### config.mk
export PLATFORM = sky130hd
export DESIGN_NAME = fifo_wptr_ctrl
export DESIGN_NICKNAME = d
export VERILOG_FILES = /design/src/rtl/fifo_wptr_ctrl.sv
export SDC_FILE = /design/constraint.sdc
export NUM_CORES = 1
export LEC_CHECK = 0
export BUFFER_PORTS_ARGS = -buffer_cell sky130_fd_sc_hd__buf_4
export CORE_UTILIZATION = 30
export DETAILED_ROUTE_END_ITERATION = 16
export SLEW_MARGIN = 20
export SYNTH_ARGS = -nofsm -noshare
export SYNTH_HDL_FRONTEND = slang
export SYNTH_SLANG_ARGS = --single-unit
### constraint.sdc
create_clock -name clk_i -period 3.89 [get_ports clk_i]
set_clock_uncertainty 0.15 [all_clocks]
set_input_delay 0.5835 -clock clk_i [delete_from_list [all_inputs] [get_ports clk_i]]
set_output_delay 0.5835 -clock clk_i [all_outputs]
set_load 0.005 [all_outputs]
### src/rtl/fifo_wptr_ctrl.sv
// -----------------------------------------------------------------------------
// fifo_wptr_ctrl
//
// Purpose:
//   Write-side pointer controller for an asynchronous FIFO. It keeps the binary
//   write pointer, publishes a registered Gray copy to the read domain, and
//   synchronizes the read domain's Gray pointer into this clock domain. From
//   these it drives the memory write enable and address, the registered full
//   flag, and the fill level as seen from the write side.
//
// Optional feature (compile-time macro FIFO_WPTR_AF_EN):
//   When defined, a registered almost_full_o port is added. It is set when the
//   next fill level is at least AF_THRESH. When the macro is undefined the port
//   and its logic do not exist, and all other behaviour is unchanged.
//
// Parameters:
//   DEPTH        FIFO entry count. Must be a power of two and at least 4.
//   SYNC_STAGES  Number of synchronizer flops on the read pointer, at least 2.
//   AF_THRESH    Almost-full level. Only used with FIFO_WPTR_AF_EN.
//
// Ports:
//   clk_i          write-domain clock
//   rst_i          asynchronous active-high reset; release must be synchronous
//   winc_i         write request for the current cycle
//   rptr_gray_i    read-domain Gray pointer (AW+1 bits, unsynchronized)
//   wen_o          memory write enable, equal to winc_i & ~full_o
//   waddr_o        memory write address (AW bits)
//   wptr_gray_o    registered Gray write pointer for the read domain
//   full_o         registered FIFO-full flag
//   wcount_o       fill level from the write domain, 0..DEPTH
//   almost_full_o  registered almost-full flag (FIFO_WPTR_AF_EN only)
// -----------------------------------------------------------------------------
module fifo_wptr_ctrl #(
  parameter int DEPTH       = 32,
  parameter int SYNC_STAGES = 2,
  parameter int AF_THRESH   = DEPTH - 4,
  localparam int AW         = $clog2(DEPTH)
) (
  input  logic          clk_i,
  input  logic          rst_i,
  input  logic          winc_i,
  input  logic [AW:0]   rptr_gray_i,
  output logic          wen_o,
  output logic [AW-1:0] waddr_o,
  output logic [AW:0]   wptr_gray_o,
  output logic          full_o,
  output logic [AW:0]   wcount_o
`ifdef FIFO_WPTR_AF_EN
  ,
  output logic          almost_full_o
`endif
);

  // Parameter sanity. This is evaluated at elaboration and produces no hardware.
  if ((DEPTH < 4) || ((DEPTH & (DEPTH - 1)) != 0) || (SYNC_STAGES < 2) ||
      (AF_THRESH < 0) || (AF_THRESH > DEPTH)) begin : g_bad_param
    $error("fifo_wptr_ctrl: illegal parameter combination");
  end

  // ---------------------------------------------------------------------------
  // State
  // ---------------------------------------------------------------------------
  logic [AW:0] wbin_q,  wbin_d;
  logic [AW:0] wgray_q, wgray_d;
  logic        full_q,  full_d;
  logic [AW:0] sync_q [SYNC_STAGES];
  logic [AW:0] sync_d [SYNC_STAGES];

  logic [AW:0] rq_sync;
  logic [AW:0] rbin_sync;
  logic        wen;
  logic [AW:0] full_gray;

  // ---------------------------------------------------------------------------
  // Read-pointer synchronizer and Gray-to-binary conversion
  // ---------------------------------------------------------------------------
  always_comb begin
    sync_d[0] = rptr_gray_i;
    for (int i = 1; i < SYNC_STAGES; i++) begin
      sync_d[i] = sync_q[i-1];
    end
  end

  assign rq_sync = sync_q[SYNC_STAGES-1];

  // Binary bit k is the XOR of all Gray bits at position k and above.
  for (genvar gi = 0; gi <= AW; gi++) begin : g_g2b
    assign rbin_sync[gi] = ^(rq_sync >> gi);
  end

  // ---------------------------------------------------------------------------
  // Write pointer and full flag
  // ---------------------------------------------------------------------------
  assign wen = winc_i & ~full_q;

  // The Gray pointer is exactly DEPTH ahead of the read pointer when its two
  // MSBs are the inverse of the read pointer's and the rest match.
  assign full_gray = {~rq_sync[AW:AW-1], rq_sync[AW-2:0]};

  always_comb begin
    wbin_d  = wbin_q + {{AW{1'b0}}, wen};
    wgray_d = (wbin_d >> 1) ^ wbin_d;
    // Compare the pointer after this edge against the synchronized read
    // pointer, so full rises on the same edge that accepts the last free slot.
    full_d  = (wgray_d == full_gray);
  end

  always_ff @(posedge clk_i or posedge rst_i) begin
    if (rst_i) begin
      wbin_q  <= '0;
      wgray_q <= '0;
      full_q  <= 1'b0;
      for (int i = 0; i < SYNC_STAGES; i++) begin
        sync_q[i] <= '0;
      end
    end else begin
      wbin_q  <= wbin_d;
      wgray_q <= wgray_d;
      full_q  <= full_d;
      for (int i = 0; i < SYNC_STAGES; i++) begin
        sync_q[i] <= sync_d[i];
      end
    end
  end

  // ---------------------------------------------------------------------------
  // Optional almost-full flag
  // ---------------------------------------------------------------------------
`ifdef FIFO_WPTR_AF_EN
  logic        af_q, af_d;
  logic [AW:0] wcount_next;

  always_comb begin
    wcount_next = wbin_d - rbin_sync;
    af_d        = (int'(wcount_next) >= AF_THRESH);
  end

  always_ff @(posedge clk_i or posedge rst_i) begin
    if (rst_i) begin
      af_q <= 1'b0;
    end else begin
      af_q <= af_d;
    end
  end

  assign almost_full_o = af_q;
`endif

  // ---------------------------------------------------------------------------
  // Outputs
  // ---------------------------------------------------------------------------
  assign wen_o       = wen;
  assign waddr_o     = wbin_q[AW-1:0];
  assign wptr_gray_o = wgray_q;
  assign full_o      = full_q;
  assign wcount_o    = wbin_q - rbin_sync;

endmodule

### After elaboration in Yosys (flattened, before gate mapping)

Cells that the tools add are included.

* flip-flop bits (word level): 25
* input bits: 9
* output and inout bits: 19
* logic and storage cells: 18

* add/subtract/negate cells: 2
* eq/ne operators: 1
* bitwise operators: 4
* reductions and logical operators: 6

Operator list (count)
* $reduce_xor A6 Y1: 6
* $add A6 B1 Y6: 1
* $eq A6 B6 Y1: 1
* $sub A6 B6 Y6: 1
* $xor A5 B6 Y6: 1
* $not A2 Y2: 1
* $and A1 B1 Y1: 1
* $not A1 Y1: 1

### Longest topological paths before layout

Gate-level depths: netlist (run 1).

* word-level depth: 5
* depth in mapped cells: 12
* gate-level depth less buffers: 12

### Worst setup path before layout (run 1)

No wires, ideal clock.

* path type: flip-flop to output port
* from: register sync_q, in the netlist rq_sync[5]
* to: output wcount_o[4]
* arrival: 2494 ps
* required time: 3157 ps
* setup slack: 663 ps
* stages on the path, launching flop included: 12
* buffers on the path: 0
* path through: dfrtp_1 > xnor2_2 > xor2_2 > xor2_2 > xor2_2 > xnor2_1 > ha_1 > inv_1 > fa_1 > a21o_1 > a21oi_1 > xnor2_1

* cells in the longest elaborated chain, start to end: 2
* elaborated cells between the ends (all ways): 6
* those cells by class: 1 x add/sub; 5 x reduce/logical

Ends and longest elaborated chain
* from (decl): line 66 `logic [AW:0] sync_q [SYNC_STAGES];`
* from (signal, indexed assignment): line 121 `sync_q[i] <= sync_d[i];`
* $reduce_xor A6 Y1: line 88 `assign rbin_sync[gi] = ^(rq_sync >> gi);`
* $sub A6 B6 Y6 (*): line 156 `assign wcount_o = wbin_q - rbin_sync;`
* to (decl): line 47 `output logic [AW:0] wcount_o`

Every way passes the cells marked *; elsewhere a longest branch is shown, timed or not.

### Final worst setup path (run 1)

* from: register sync_q, in the netlist rq_sync[4]
* to: output wcount_o[5]

The elaborated chain is that of the path after synthesis.

==> out/qor.csv, run 1 <==
stage;metric;value;unit
setup_path;crit_type;reg -> out;
synth;synthTopCellsByArea;dfrtp_1 55%, xor2_1 9.7%, ha_1 8.0%, xnor2_1 8.0%, xor2_2 4.5%;
route;antenna_left;0;
min_path;min_path_type;reg -> reg;
global_route;grt_usage;0.09026;
setup_path;required;3.16;ns
sta;fmax;272.3;MHz
synth;synth_ff_type;dfrtp_1;
synth;synthArstFlopShare;1.000;
power_and_ir_drop;p_switching;424.0;uW
setup_path;end_kind;output port;
min_path;hold_start;sync_d[4];
placement;dp_hpwl;1264;um
global_route;grt_pass1_vias;689;
sta;fin_ws;0.2181;ns
synth;synthAdderAreaFrac;0.09885;
clocking;cts_tree;done;
sta;slew_headroom;0.4338;
synth;synth_top_family_by_area;XOR/XNOR gates;
route;drc;0;
synth;yosysWarnings;0;
power_and_ir_drop;power.leakage;0.0006951;uW
power_and_ir_drop;seqPwrFrac;0.313;
synth;synth_edf_count;0;
setup_path;reg2reg_from;full_o;
placement;numPortBuffers;27;
power_and_ir_drop;power_density;860.7;nW/um2
layout;fillers;347;
synth;synth_compound_area_frac;0.04368;
synth;synthSimpleGateAreaFrac;0.04483;
floorplanning;boundaryPins;28;
synth;synth_most_common_cell;dfrtp_1;
clocking;cts.clk_slew.worst_paths;0.12;ns
layout;syn2layout_area_growth;30.46;%
synth;yosysUniqueCellTypes;17;
route;firstDrtPassIters;3;
floorplanning;die_w;62.24;um
sta;finalSetupViolCount;0;
outcome;status;completed;
setup_path;cp-start-kind;register;
route;wl;1609;um
synth;syn_nets;99;
floorplanning;die_area;3873;um2
layout;antenna_cells;0;
power_and_ir_drop;irDropWorstVdd;235.4;uV
setup_path;crit_start;rq_sync[4];
layout;final_nets;132;
layout;drive_gt1_frac;0.3509;
clocking;clockBufferDepth;2;
route;dr_total_vias;649;
layout;seq_area;601.8;um2
global_route;grt_pass1_wl;2773;um
route;drt_iter0_markers;12;
synth;synth.largest_area_cell;dfrtp_1;
job;cap_violations;0;
sta;finalSetupTns;0;ns
route;viasPerCell;4.056;
sta;finalCritPeriodShare;0.9439;
placement;postPlaceCellArea;1349;um2
power_and_ir_drop;power_frac_clock;0.140;
layout;multi_input_area;471.7;um2
synth;synth_seq_cells;24;
setup_path;crit_fanout;2;
global_route;grt_max_degree;25;
clocking;clk_latency;0.30;ns
clocking;h-tree-depth;1;
synth;syn_inst;82;
synth;muxShareOfSynthArea;0;
global_route;grt_antenna_before_repair;0;
floorplanning;die_h;62.24;um
global_route;grt_overflow;0;
synth;synth_top_area_frac;0.5517;
power_and_ir_drop;p_sw_frac;0.3469;
route;wl_per_cell;10.06;um
sta;tightest_slew;0.8484;ns
setup_path;crit_arrival;2.94;ns
clocking;cts_buffers;3;
floorplanning;start_util;0.3187;
sta;timing.final.crit_period;3.672;ns
floorplanning;coreArea;3416;um2
sta;holdWs;0.2121;ns
placement;gp_congestion;0.7766;
floorplanning;rows;21;
sta;final_hold_viol_count;0;
clocking;cts_sinks;24;
synth;synth_top_cells_by_count;24 x dfrtp_1, 12 x xor2_1, 10 x xnor2_1, 7 x ha_1, 7 x inv_1;
sta;rsz0062_at_grt;no;
synth;avgSynthCellArea;13.27;um2
layout;final_cell_area;1420;um2
clocking;root_buffer;clkbuf_4;
power_and_ir_drop;p_comb_frac;0.547;
synth;synth_xor_area_frac;0.2368;
synth;ys_seq_area_frac;0.5517;
power_and_ir_drop;p_int;798.2;uW
synth;syn_area;1089;um2
sta;report.final.slew_viol_count;0;
placement;pre_cts_ws;0.3909;ns
## area by class of cell
| class | instances | area share |
|---|---|---|
| timing repair buffer | 28 | 0.1480 |
| sequential | 24 | 0.4238 |
| tap | 46 | 0.04053 |
| inverter | 7 | 0.01850 |
| clock buffer | 3 | 0.01586 |
| multi-input combinational | 51 | 0.3322 |
| clock inverter | 1 | 0.02115 |
## worst max-delay path, cell delays in order (launching register included)
cell and delay, ns:
dfrtp_1 0.44, xnor2_2 0.24, xor2_2 0.22, xor2_2 0.22, xor2_2 0.18, buf_4 0.15
ha_1 0.22, a21o_1 0.18, a21o_1 0.19, a21o_1 0.19, a21oi_2 0.13, xnor2_1 0.13
buf_4 0.13
## flip-flops by register name, indices dropped and copies added (netlist names)
| signal | count |
|---|---|
| wbin_q | 6 |
| wptr_gray_o | 5 |
| rq_sync | 6 |
| full_o | 1 |
| sync_d | 6 |
## cells in the final DEF (no fill, tap or decap)
| cell | n |
|---|---|
| a21o_1 | 4 |
| nand2_1 | 2 |
| a21oi_2 | 2 |
| xor2_2 | 3 |
| fa_2 | 1 |
| nand3_1 | 3 |
| nor2b_1 | 1 |
| ha_1 | 7 |
| xor2_1 | 12 |
| and3_1 | 1 |
| bufinv_16 | 1 |
| dfrtp_2 | 1 |
| buf_4 | 28 |
| nor2_1 | 1 |
| dfrtp_1 | 23 |
| xnor2_1 | 10 |
| inv_1 | 7 |
| nor3_1 | 2 |
| xnor2_2 | 1 |
| o211ai_1 | 1 |
| clkbuf_4 | 3 |
## worst paths after layout
kind | to | slack [ns] | cells after the start
worst max-delay path | wcount_o[5] | 0.22 | 12
worst min-delay path | rq_sync[4] | 0.21 | 0
worst max register to register | full_o | 1.64 | 9
worst min register to register | rq_sync[4] | 0.21 | 0
max in group asynchronous | rq_sync[5] | 2.73 | 2
min in group asynchronous | wptr_gray_o[2] | 0.29 | 2
## power by group through the flow
stage	registers (uW)	clock network [uW]	logic (uW)
CTS	385	180	661
global placement	388	0	649
detailed placement	391	0	655
floorplan	386	0	383
finish	383	171	668
global route	397	190	742
## cells by family after synthesis
family          count (synthesis)
xor+xnor                       26
compound gates                  7
flops                          24
fa+ha+maj                       8
buf+inv                         7
simple gates                   10
## layer usage
layer / part of all wire / global-route usage / vias to the layer above
li1: - / - / 324
met1: 0.44 / 0.1107 / 308
met2: 0.51 / 0.1580 / 17
met3: 0.047 / 0.01471 / 0
met4: 0 / 0.03488 / 0
met5: 0 / 0 / -
## metrics by stage
step | power [uW] | cells | utilization
after global placement | 1038 | 155 | 0.3949
final | 1222 | 160 | 0.4158
after CTS | 1226 | 159 | 0.4103
after floorplan | 769.1 | 82 | -
after detailed placement | 1046 | 155 | 0.3949
after global routing | 1329 | 160 | 0.4158
## timing repair
item                                    in CTS  in global routing
buffers inserted                             0                  1
hold buffers                                 0                  0
gates resized for setup                      0                  4
endpoints found under the setup margin       0                  2
No activity file was read; power rests on OpenSTA's default activity.
==> run 2: changes to the inputs <==
==> constraint.sdc (replaced) <==
create_clock -name clk_i -period 3.6 [get_ports clk_i]
set_clock_uncertainty 0.15 [all_clocks]
set_input_delay 0.54 -clock clk_i [delete_from_list [all_inputs] [get_ports clk_i]]
set_output_delay 0.54 -clock clk_i [all_outputs]
set_load 0.005 [all_outputs]
==> out/qor.csv, run 2 (synthesized netlist as in run 1, its figures left out) <==
stage;metric;value;unit;change
outcome;status;completed;;
power_and_ir_drop;power;1325;uW;+8.4%
sta;report.final.slew_viol_count;0;;unchanged
route;antenna_left;0;;unchanged
sta;holdWs;0.1847;ns;-0.02739 ns
power_and_ir_drop;power_density;890.5;nW/um2;+3.5%
setup_path;crit_buf_inv;2;;unchanged
floorplanning;die_h;62.24;um;unchanged
power_and_ir_drop;p_int;845.5;uW;+5.9%
sta;fmax;278.3;MHz;
clocking;cts_buffers;3;;unchanged
clocking;root_buffer;clkbuf_4;;
power_and_ir_drop;irDropWorstVdd;272.6;uV;+16%
sta;tightest_slew;0.8821;ns;+0.03373 ns
route;dr_total_vias;698;;+7.6%
route;firstDrtPassIters;4;;+1
sta;finalCritPeriodShare;0.9980;;
power_and_ir_drop;seqPwrFrac;0.315;;+0.002
floorplanning;boundaryPins;28;;unchanged
setup_path;crit_type;reg -> out;;
sta;final_hold_viol_count;0;;unchanged
placement;postPlaceCellArea;1349;um2;unchanged
layout;fillers;346;;-0.29%
sta;timing.final.crit_period;3.593;ns;
power_and_ir_drop;p_sw_frac;0.3618;;+0.01486
route;drc;0;;unchanged
setup_path;crit_arrival;2.90;ns;-0.04 ns
layout;final_nets;143;;+8.3%
floorplanning;rows;21;;unchanged
route;wl_per_cell;10.92;um;+8.6%
layout;antenna_cells;0;;unchanged
floorplanning;die_area;3873;um2;unchanged
setup_path;required;2.91;ns;-0.25 ns
global_route;grt_overflow;0;;unchanged
floorplanning;die_w;62.24;um;unchanged
global_route;grt_max_degree;25;;unchanged
setup_path;cp_slowest_cell;dfrtp_1;;
clocking;h-tree-depth;1;;unchanged
power_and_ir_drop;p_switching;479.3;uW;+13%
clocking;clk_latency;0.30;ns;about the same
route;viasPerCell;4.082;;+0.63%
route;wl;1867;um;+16%
layout;layout_common_cells;39 x buf_4, 24 x dfrtp_1, 12 x xor2_1;;
layout;multi_input_area;474.2;um2;+0.53%
setup_path;max_stage_delay;0.43;ns;about the same
power_and_ir_drop;power.leakage;0.0007399;uW;+6.4%
setup_path;critPathTopFamily;XOR/XNOR gates;;
power_and_ir_drop;power_frac_clock;0.102;;-0.038
clocking;cts_sinks;24;;unchanged
sta;slew_headroom;0.4113;;-0.02251
clocking;clockBufferDepth;2;;unchanged
setup_path;cp_cell_sequence;xnor2_2 > xor2_2 > xor2_2 > xor2_2 > xnor2_1 > ha_2 > inv_2 > fa_2 > a21o_1 > a21oi_2 > xnor2_1 > buf_4;;
global_route;grt_antenna_before_repair;0;;unchanged
floorplanning;start_util;0.3187;;unchanged
layout;seq_area;600.6;um2;-0.21%
placement;dp_hpwl;1394;um;+10%
global_route;grt_usage;0.1067;;+0.01647
global_route;grt_pass1_wl;3243;um;+17%
min_path;min_path_type;in -> reg;;
power_and_ir_drop;p_comb_frac;0.584;;+0.037
layout;syn2layout_area_growth;36.67;%;
placement;gp_congestion;0.7644;;-1.6%
setup_path;end_kind;output port;;
route;drt_iter0_markers;21;;+9
layout;fin_util;0.4355;;+0.01978
layout;final_common_cell;buf_4;;
setup_path;crit_top_cell;xor2_2;;
global_route;grt_pass1_vias;774;;+12%
sta;finalSetupViolCount;0;;unchanged
layout;final_cell_area;1488;um2;+4.8%
job;cap_violations;0;;unchanged
floorplanning;coreArea;3416;um2;unchanged
sta;rsz0062_at_grt;yes;;
clocking;cts.clk_slew.worst_paths;0.12;ns;about the same
sta;finalSetupTns;0;ns;unchanged
placement;numPortBuffers;27;;unchanged
clocking;hold_buffers;0;;unchanged
setup_path;cp-start-kind;register;;
layout;drive_gt1_frac;0.4160;;+0.06512
clocking;cts_tree;done;;
setup_path;crit_fanout;3;;+1
-- run 2: cell type report --
type / count / share of cell area
clock buffers: 4 / 0.02439
inverters: 7 / 0.01766
multi-input cells: 51 / 0.3188
flip-flops and latches: 24 / 0.4037
well taps: 46 / 0.03869
repair buffers: 39 / 0.1968
-- run 2: path summary, 6_finish.rpt --
path	slack, ns	from	cells past startpoint	end
worst min-delay path	0.18	rptr_gray_i[2]	1	sync_d[2]
worst max register to register	1.32	full_o	9	full_o
worst min register to register	0.21	sync_d[4]	0	rq_sync[4]
min in group asynchronous	0.27	rst_i	2	sync_d[1]
max in group asynchronous	2.50	rst_i	2	wptr_gray_o[4]
worst max-delay path	0.007	rq_sync[5]	12	wcount_o[4]
-- run 2: metrics by stage --
step	setup WS, ns	cells
finish	0.007044	171
global route	-0.2074	171
CTS	-0.03496	169
detailed placement	0.1290	155
global placement	0.1659	155
floorplan	0.4164	82
-- run 2: what timing repair did --
| item | CTS | global route |
|---|---|---|
| setup endpoints to repair | 2 | 4 |
| gates cloned | 0 | 0 |
| hold endpoints to repair | 0 | 0 |
| pin swaps | 14 | 6 |
| gates resized for setup | 5 | 0 |
| buffers inserted | 10 | 2 |
-- run 2: power by group through the flow --
stage / logic (uW) / registers [uW] / clock network (uW)
6_report: 773 / 417 / 135
5_1_grt: 857 / 430 / 150
4_1_cts: 778 / 420 / 140
3_5_place_dp: 712 / 426 / 0
3_3_place_gp: 703 / 419 / 0
2_1_floorplan: 414 / 417 / 0
-- run 2: metal layers --
layer | wire length [um] | GRT usage | up-vias
met4 | 13 | 0.04360 | 0
met5 | 0 | 0 | -
met3 | 68 | 0.01654 | 2
li1 | - | - | 347
met2 | 1007 | 0.2019 | 17
met1 | 777 | 0.1175 | 332
-- run 2: worst reg2reg max path, cell delays in order, from the launching register on --
cell	delay (ns)
dfrtp_1	0.40
nor2b_1	0.18
ha_1	0.22
ha_1	0.24
nand3_1	0.12
xor2_1	0.24
inv_1	0.10
xnor2_1	0.26
xnor2_1	0.10
nor3_1	0.19
